### config.mk
export PLATFORM = sky130hd
export DESIGN_NAME = osd_candidate_evaluator
export DESIGN_NICKNAME = d
export VERILOG_FILES = /design/src/rtl/osd_pkg.sv /design/src/rtl/osd_serial_reencoder.sv /design/src/rtl/osd_candidate_evaluator.sv
export SDC_FILE = /design/constraint.sdc
export NUM_CORES = 1
export LEC_CHECK = 0
export ABC_AREA = 0
export CORE_ASPECT_RATIO = 1.2
export CORE_UTILIZATION = 57
export CTS_CLUSTER_DIAMETER = 30
export CTS_CLUSTER_SIZE = 10
export DETAILED_ROUTE_END_ITERATION = 12
export MAX_ROUTING_LAYER = met4
export PLACE_DENSITY = 0.86
export RECOVER_POWER = 25
export SLEW_MARGIN = 20
export SYNTH_ARGS = -nofsm -noshare
export SYNTH_HDL_FRONTEND = slang
export SYNTH_SLANG_ARGS = --single-unit
### constraint.sdc
create_clock -name i_clk -period 24.8 [get_ports i_clk]
set_input_delay 4.96 -clock i_clk [delete_from_list [all_inputs] [get_ports i_clk]]
set_output_delay 4.96 -clock i_clk [all_outputs]
set_load 0.005 [all_outputs]
### src/rtl/osd_pkg.sv
// Shared types and sizing for the OSD candidate evaluator.
package osd_pkg;

   localparam int OSD_K = 8;
   localparam int OSD_N = 16;
   localparam int OSD_W = 6;

   // Metric width large enough to hold N * (2^W - 1) without overflow.
   function automatic int metric_width(input int w, input int n);
      return w + $clog2(n + 1);
   endfunction

   localparam int OSD_MW = metric_width(OSD_W, OSD_N);

   typedef enum logic [2:0] {
      IDLE      = 3'd0,
      WAIT_MASK = 3'd1,
      ENCODE    = 3'd2,
      METRIC    = 3'd3,
      COMPARE   = 3'd4,
      DONE      = 3'd5
   } osd_state_e;

endpackage

### src/rtl/osd_serial_reencoder.sv
// Serial systematic re-encoder: one parity-matrix row folded in per cycle,
// K cycles after i_start. o_done is high during the final iteration.
module osd_serial_reencoder #(
   parameter int K = 8,
   parameter int N = 16
) (
   input  logic               i_clk,
   input  logic               i_rst,
   input  logic               i_start,
   input  logic [K-1:0]       i_info,
   input  logic [K*(N-K)-1:0] i_par_mat,
   output logic [N-K-1:0]     o_parity,
   output logic               o_done
);

   localparam int PW = N - K;
   localparam int IW = (K > 1) ? $clog2(K) : 1;

   logic          r_active;
   logic [IW-1:0] r_idx;
   logic [PW-1:0] r_parity;

   // Row-serial accumulation of parity = info * P over GF(2).
   always_ff @(posedge i_clk or posedge i_rst) begin
      if (i_rst) begin
         r_active <= 1'b0;
         r_idx    <= '0;
         r_parity <= '0;
      end else if (i_start) begin
         r_active <= 1'b1;
         r_idx    <= '0;
         r_parity <= '0;
      end else if (r_active) begin
         if (i_info[r_idx]) begin
            r_parity <= r_parity ^ i_par_mat[r_idx*PW +: PW];
         end
         if (r_idx == IW'(K - 1)) begin
            r_active <= 1'b0;
         end else begin
            r_idx <= r_idx + 1'b1;
         end
      end
   end

   assign o_parity = r_parity;
   assign o_done   = r_active & (r_idx == IW'(K - 1));

endmodule

### src/rtl/osd_candidate_evaluator.sv
// OSD candidate evaluator: for each flip mask, re-encode the flipped MRB,
// accumulate the discrepancy metric against the hard decisions and keep
// the lowest-metric codeword of the frame.
module osd_candidate_evaluator
   import osd_pkg::*;
#(
   parameter int K  = OSD_K,
   parameter int N  = OSD_N,
   parameter int W  = OSD_W,
   parameter int MW = metric_width(W, N)
) (
   input  logic               i_clk,
   input  logic               i_rst,
   input  logic               i_start,
   input  logic [N-1:0]       i_hard_dec,
   input  logic [N*W-1:0]     i_rel,
   input  logic [K*(N-K)-1:0] i_par_mat,
   input  logic               i_mask_valid,
   input  logic [K-1:0]       i_mask_in,
   input  logic               i_mask_last,
   output logic               o_mask_ready,
   output logic               o_busy,
   output logic               o_best_valid,
   output logic [N-1:0]       o_best_cw,
   output logic [MW-1:0]      o_best_metric
);

   localparam int JW = $clog2(N);

   osd_state_e         r_state;
   osd_state_e         w_next;
   logic [N-1:0]       r_hard_dec;
   logic [N*W-1:0]     r_rel;
   logic [K*(N-K)-1:0] r_par_mat;
   logic [K-1:0]       r_info;
   logic               r_last;
   logic [MW-1:0]      r_metric;
   logic [JW-1:0]      r_j;
   logic               r_mask_ready;
   logic               r_busy;
   logic               r_best_valid;
   logic [N-1:0]       r_best_cw;
   logic [MW-1:0]      r_best_metric;

   logic               w_transfer;
   logic               w_start_ok;
   logic [N-K-1:0]     w_parity;
   logic               w_enc_done;
   logic [N-1:0]       w_cw;
   logic [W-1:0]       w_rel_j;
   logic               w_mismatch;

   assign w_transfer = (r_state == WAIT_MASK) & r_mask_ready & i_mask_valid;
   assign w_start_ok = i_start & ((r_state == IDLE) | (r_state == DONE));
   assign w_cw       = {w_parity, r_info};
   assign w_rel_j    = r_rel[r_j*W +: W];
   assign w_mismatch = w_cw[r_j] ^ r_hard_dec[r_j];

   osd_serial_reencoder #(
      .K (K),
      .N (N)
   ) u_reencoder (
      .i_clk     (i_clk),
      .i_rst     (i_rst),
      .i_start   (w_transfer),
      .i_info    (r_info),
      .i_par_mat (r_par_mat),
      .o_parity  (w_parity),
      .o_done    (w_enc_done)
   );

   // State register.
   always_ff @(posedge i_clk or posedge i_rst) begin
      if (i_rst) begin
         r_state <= IDLE;
      end else begin
         r_state <= w_next;
      end
   end

   // Next-state logic for the per-mask evaluation sequence.
   always_comb begin
      w_next = r_state;
      case (r_state)
         IDLE, DONE: begin
            if (w_start_ok) begin
               w_next = WAIT_MASK;
            end else begin
               w_next = r_state;
            end
         end
         WAIT_MASK: begin
            if (w_transfer) begin
               w_next = ENCODE;
            end else begin
               w_next = WAIT_MASK;
            end
         end
         ENCODE: begin
            if (w_enc_done) begin
               w_next = METRIC;
            end else begin
               w_next = ENCODE;
            end
         end
         METRIC: begin
            if (r_j == JW'(N - 1)) begin
               w_next = COMPARE;
            end else begin
               w_next = METRIC;
            end
         end
         COMPARE: begin
            if (r_last) begin
               w_next = DONE;
            end else begin
               w_next = WAIT_MASK;
            end
         end
         default: begin
            w_next = IDLE;
         end
      endcase
   end

   // Frame capture, metric accumulation, best-candidate tracking and registered status outputs.
   always_ff @(posedge i_clk or posedge i_rst) begin
      if (i_rst) begin
         r_hard_dec    <= '0;
         r_rel         <= '0;
         r_par_mat     <= '0;
         r_info        <= '0;
         r_last        <= 1'b0;
         r_metric      <= '0;
         r_j           <= '0;
         r_mask_ready  <= 1'b0;
         r_busy        <= 1'b0;
         r_best_valid  <= 1'b0;
         r_best_cw     <= '0;
         r_best_metric <= '1;
      end else begin
         r_mask_ready <= (w_next == WAIT_MASK);
         r_busy       <= (w_next != IDLE) && (w_next != DONE);
         r_best_valid <= (w_next == DONE);
         case (r_state)
            IDLE, DONE: begin
               if (w_start_ok) begin
                  r_hard_dec    <= i_hard_dec;
                  r_rel         <= i_rel;
                  r_par_mat     <= i_par_mat;
                  r_best_metric <= '1;
                  r_best_cw     <= '0;
               end
            end
            WAIT_MASK: begin
               if (w_transfer) begin
                  r_info <= r_hard_dec[K-1:0] ^ i_mask_in;
                  r_last <= i_mask_last;
               end
            end
            ENCODE: begin
               if (w_enc_done) begin
                  r_metric <= '0;
                  r_j      <= '0;
               end
            end
            METRIC: begin
               if (w_mismatch) begin
                  r_metric <= r_metric + MW'(w_rel_j);
               end
               r_j <= r_j + 1'b1;
            end
            COMPARE: begin
               // Strict compare: on a tie the earlier candidate is kept.
               if (r_metric < r_best_metric) begin
                  r_best_metric <= r_metric;
                  r_best_cw     <= w_cw;
               end
            end
            default: begin
            end
         endcase
      end
   end

   assign o_mask_ready  = r_mask_ready;
   assign o_busy        = r_busy;
   assign o_best_valid  = r_best_valid;
   assign o_best_cw     = r_best_cw;
   assign o_best_metric = r_best_metric;

endmodule

==> results of run 1 <==
-- cells in the final DEF, fill, tap and decap left out, types with 9 or more instances in the layout --
master / instances
nand2_1: 570
dfrtp_1: 233
clkdlybuf4s50_1: 216
mux4_2: 54
nor2_1: 50
clkbuf_16: 43
mux2i_1: 41
a21oi_1: 21
xnor2_1: 19
ha_1: 19
o21ai_0: 17
inv_1: 16
dfstp_2: 11
clkbuf_1: 10
or3_1: 9
-- flip-flops by register name (all words and copies together), names as in the netlist --
signal                count
r_rel                    96
r_par_mat                64
o_best_cw                16
r_hard_dec               16
o_best_metric            11
r_metric                 11
r_info                    8
u_reencoder.o_parity      8
r_j                       4
r_state                   3
u_reencoder.r_idx         3
o_best_valid              1
o_busy                    1
o_mask_ready              1
r_last                    1
u_reencoder.r_active      1
-- per-stage QoR --
stage	hold WS, ps	utilization
2_1_floorplan	440	-
3_3_place_gp	452	0.705
3_5_place_dp	457	0.707
4_1_cts	470	0.775
5_1_grt	484	0.775
6_report	468	0.775
-- final cells by class --
class | count | area [um^2]
sequential | 245 | 6150
multi-input combinational | 872 | 5190
fill | 1176 | 4460
timing repair buffer | 228 | 2280
clock buffer | 57 | 1180
tap | 261 | 327
clock inverter | 16 | 176
inverter | 17 | 65.1
antenna | 3 | 7.51
-- worst paths after layout --
check	startpoint	endpoint	slack, ps	cells after the start
setup / recovery	i_rst	r_j[0]$_DFFE_PP0P_	15770	3
hold / removal	r_par_mat[19]$_DFFE_PP0P_	r_par_mat[19]$_DFFE_PP0P_	470	2
setup reg to reg	r_j[0]$_DFFE_PP0P_	r_metric[5]$_DFFE_PP0P_	19060	7
hold reg to reg	r_par_mat[19]$_DFFE_PP0P_	r_par_mat[19]$_DFFE_PP0P_	470	2
max in group i_clk	i_start	r_rel[17]$_DFFE_PP0P_	17590	6
min in group asynchronous	i_rst	r_rel[14]$_DFFE_PP0P_	6470	2
-- report_power, final --
part | switching [mW] | leakage, nW | total (mW) | internal [mW]
Clock | 0.192 | 0.656 | 0.554 | 0.362
Sequential | 0.140 | 3.07 | 0.712 | 0.572
Combinational | 0.339 | 3.83 | 0.674 | 0.335
Total | 0.671 | 7.56 | 1.94 | 1.27
-- routing by layer --
metal | vias to the layer above | part of all wire | global-route usage | routed length [um]
met5 | - | 0 | - | 0
met1 | 4729 | 0.37 | 0.391 | 11800
met4 | 0 | 0.051 | 0.188 | 1640
met3 | 104 | 0.080 | 0.0586 | 2550
li1 | 4357 | - | - | -
met2 | 490 | 0.50 | 0.524 | 15900
-- worst max-delay path: stages --
cell           delay [ps]
dlygate4sd3_1         550
clkinvlp_2           2820
buf_4                1040
-- cell families after synthesis --
group                    count (synthesis)  synth area share
AND/OR/NAND/NOR                        655             0.217
flip-flops                             245             0.527
multiplexers                           101             0.146
buffers and inverters                   85            0.0299
AO/OA/AOI/OAI                           73            0.0404
XOR/XNOR                                23            0.0173
adder cells (fa/ha/maj)                 20            0.0221
==> impl_metrics.json, run 1 <==
{
  "fin_ws_ps": 15770,
  "synth_top_area_share": 0.502,
  "cts.sinks": 245,
  "gr-total-overflow": 0,
  "synth-edff-count": 0,
  "post_cts.repair.setup_buffers": 0,
  "tightest_slew_ps": 5080,
  "min_period_over_period": 0.364,
  "num_vias": 9680,
  "grtUsageTotal": 0.326,
  "synthFlopType": "dfrtp_1",
  "setup_tns_ps": 0,
  "numCtsBuffers": 42,
  "async_flop_share": 1.00,
  "cts_htree_levels": 2,
  "seq_area_frac_synth": 0.527,
  "outcome": "finished, violations left",
  "grt_pass1_vias": 10100,
  "final_cell_area_um2": 15400,
  "final_nets": 1615,
  "cap_violations": 3,
  "core_region_area_um2": 19800,
  "boundaryPins": 219,
  "cts_hold_buf": 0,
  "grt_max_degree": 117,
  "setup_viol": 0,
  "min_path_type": "register to register",
  "cts.clk_slew.worst_paths_ps": 50,
  "leakagePower_nw": 7.56,
  "yosys-top-cells-area": "dfrtp_1 (50%), nand2_1 (18%), mux4_2 (10%)",
  "drc": 0,
  "final_hold_viol_count": 0,
  "grt_pass1_wl_um": 51100,
  "post-place-cells": 1623,
  "syn-num-nets": 1411,
  "drt_wl_total_um": 31900,
  "maxSlewHeadroom": -2.41,
  "fin_cells": 1699,
  "critPathLaunchType": "input port",
  "power.density_nw_per_um2": 126,
  "cts_buffer_depth": 3,
  "gp_congestion": 0.906,
  "drive_gt1_frac": 0.105,
  "die-width_um": 133,
  "end_kind": "async pin",
  "syn_area_um2": 11700,
  "peakVddDrop_mv": 0.0874,
  "dieArea_um2": 21000,
  "yosysWarnings": 0,
  "synth.distinct_cells": 45,
  "via_per_inst": 5.70,
  "synth_top_area_cell": "dfrtp_1",
  "syn_avg_cell_area_um2": 9.70,
  "antenna_found_initial": 3,
  "placed_cell_area_um2": 14000,
  "rsz0062_at_grt": "no",
  "cts_tree": "done",
  "syn-instance-count": 1202,
  "crit_fanout": 115,
  "num_rows": 56,
  "crit_type": "input port to async pin",
  "arrival_ps": 9480,
  "synth.most_common_cell": "nand2_1",
  "antenna_left": 0,
  "clock_latency_ps": 530,
  "wl_per_cell_um": 18.8,
  "cts_repair_resize_count": 0,
  "finalClockSkew_ps": 29.8,
  "power.total_mw": 1.94,
  "fmax_ghz": 0.111,
  "ys_ff_latch": 245,
  "start_util": 0.588,
  "numPortBuffers": 218,
  "maxSlewViolCount": 163,
  "period_needed_ps": 9030,
  "root_buffer": "clkbuf_16",
  "dp_hpwl_um": 20300,
  "drtPass1Iterations": 5,
  "dp_slack_ps": 17050,
  "cp.required_ps": 25250,
  "failed_checks": "max-capacitance violations, max-slew violations",
  "synth_commonest_cells": "nand2_1 (570), dfrtp_1 (234), mux4_2 (54)",
  "syn2layout_area_growth_pct": 31.8,
  "drt-initial-drc-count": 974,
  "die_height_um": 159
}
Note: power is estimated with default switching activity, not from simulation.
==> run 2: changes to the inputs <==
Settings changed: CORE_UTILIZATION 57 to 53, PLACE_DENSITY 0.86 to 0.81.
Clock period 24.8 ns to 9.4 ns, I/O delays scaled along.
==> impl_metrics.json, run 2 (same netlist as run 1, synthesis figures left out) <==
{
  "root_buffer": "clkbuf_16",
  "min_path_type": "register to register",
  "num_vias": 9332,
  "cp_slowest_cell": "buf_4",
  "fin_ws_ps": 5130,
  "clock_latency_ps": 520,
  "dp_hpwl_um": 20400,
  "crit-reg2reg-launch": "r_j[0]$_DFFE_PP0P_",
  "cts_hold_buf": 0,
  "power_frac_seq": 0.365,
  "cts.clk_slew.worst_paths_ps": 50,
  "drt_wl_total_um": 30400,
  "cp.required_ps": 9850,
  "drt-initial-drc-count": 706,
  "drc": 0,
  "path_buf_inv": 4,
  "final_common_cell": "nand2_1",
  "min_period_over_period": 0.454,
  "wl_per_cell_um": 17.7,
  "dieArea_um2": 22600,
  "peakVddDrop_mv": 0.204,
  "period_needed_ps": 4270,
  "p_int_mw": 3.39,
  "antenna_left": 0,
  "die_height_um": 164,
  "leakagePower_nw": 7.59,
  "numCtsBuffers": 41,
  "num_rows": 59,
  "combPwrFrac": 0.339,
  "r2r_end": "r_metric[10]$_DFFE_PP0P_",
  "critPathLaunchType": "input port",
  "maxSlewHeadroom": -0.273,
  "whs_ps": 468,
  "grt_pass1_vias": 9511,
  "startpoint": "i_start",
  "failed_checks": "max-capacitance violations, max-slew violations",
  "power.density_nw_per_um2": 332,
  "cts_buffer_depth": 3,
  "cts.sinks": 245,
  "cap_violations": 1,
  "critPathMaxStageDelay_ps": 880,
  "gp_congestion": 0.919,
  "arrival_ps": 4720,
  "switching_share": 0.338,
  "layout_common_cells": "nand2_1 (570), dfrtp_1 (233), clkdlybuf4s50_1 (215), mux4_2 (54), nor2_1 (51)",
  "crit_path_cell_trace": "dlygate4sd3_1, inv_1, nor3b_2, buf_4, buf_4, nand2_1, nand2_1",
  "final_nets": 1614,
  "grtUsageTotal": 0.292,
  "post_cts.repair.setup_buffers": 0,
  "power_frac_clock": 0.296,
  "worstSetupEndpoint": "r_rel[54]$_DFFE_PP0P_",
  "crit_fanout": 102,
  "setup_viol": 0,
  "grt_max_degree": 138,
  "p_sw_mw": 1.73,
  "grt_pass1_wl_um": 48700,
  "rsz0062_at_grt": "no",
  "antenna_found_initial": 3,
  "largest_reg_flops": 96,
  "end_kind": "register",
  "cts_htree_levels": 2,
  "start_util": 0.539,
  "tightest_slew_ps": 1900,
  "setup_tns_ps": 0,
  "cts_tree": "done",
  "post-route-util": 0.714,
  "numPortBuffers": 218,
  "drive_gt1_frac": 0.108,
  "fmax_ghz": 0.234,
  "outcome": "finished, violations left",
  "maxSlewViolCount": 31,
  "reg2reg_slack_ps": 5410,
  "drtPass1Iterations": 7,
  "gr-total-overflow": 0,
  "final_hold_viol_count": 0,
  "boundaryPins": 219,
  "crit_cells": 7,
  "via_per_inst": 5.45,
  "die-width_um": 137,
  "crit_type": "input port to register",
  "core_region_area_um2": 21600,
  "reg2reg_depth": 11,
  "cts_repair_resize_count": 0,
  "syn2layout_area_growth_pct": 32.4,
  "regMostFlops": "r_rel",
  "largestRegisters": "r_rel: 96 flops, r_par_mat: 64 flops",
  "crit_family": "buffers and inverters",
  "dp_slack_ps": 4770,
  "finalClockSkew_ps": 17.6
}
## run 2: worst min-delay path by stage
stage	start	endpoint	slack [ps]	depth (start not counted)
finish	r_par_mat[49]$_DFFE_PP0P_	r_par_mat[49]$_DFFE_PP0P_	470	2
global route	r_rel[72]$_DFFE_PP0P_	r_rel[72]$_DFFE_PP0P_	480	2
CTS	r_par_mat[49]$_DFFE_PP0P_	r_par_mat[49]$_DFFE_PP0P_	470	2
detailed placement	r_par_mat[49]$_DFFE_PP0P_	r_par_mat[49]$_DFFE_PP0P_	460	2
global placement	r_rel[86]$_DFFE_PP0P_	r_rel[86]$_DFFE_PP0P_	450	2
floorplan	r_hard_dec[10]$_DFFE_PP0P_	r_hard_dec[10]$_DFFE_PP0P_	440	2
## run 2: final cells by class
type | count | area [um^2]
diodes | 3 | 7.51
clock buffers | 50 | 1110
clock inverters | 22 | 294
fillers | 1535 | 6190
inverters | 17 | 71.3
multi-input cells | 872 | 5190
flip-flops and latches | 245 | 6150
well taps | 274 | 343
repair buffers | 228 | 2280
## run 2: power groups by stage
stage | registers [mW] | logic, mW | clock network [mW]
after global placement | 1.84 | 1.66 | 0
after detailed placement | 1.87 | 1.72 | 0
after global routing | 1.92 | 1.93 | 1.58
after CTS | 1.86 | 1.75 | 1.53
after floorplan | 1.71 | 1.34 | 0
final | 1.87 | 1.74 | 1.51
## run 2: layer usage
metal  track usage  up-vias  routed length [um]
li1              -     4353                   -
met1         0.358     4540               12000
met2         0.469      356               15100
met3        0.0549       83                2090
met4         0.134        0                1180
met5             -        -                   0
## run 2: through the flow
step / instance area, um^2 / cells / total power [mW]
3_3_place_gp: 14000 / 1635 / 3.50
6_report: 15400 / 1711 / 5.12
2_1_floorplan: 11700 / 1202 / 3.05
4_1_cts: 15400 / 1708 / 5.14
5_1_grt: 15400 / 1711 / 5.43
3_5_place_dp: 14000 / 1636 / 3.59
## run 2: worst register-to-register path, stage by stage, from the launching register on
cell and delay [ps]:
dfrtp_2 550, buf_4 510, mux4_2 600, mux4_2 480, ha_1 230, fa_1 430
a211oi_1 430, o21a_1 240, nor2_1 70, nand3_1 100, nor2_1 50, a2bb2oi_1 130
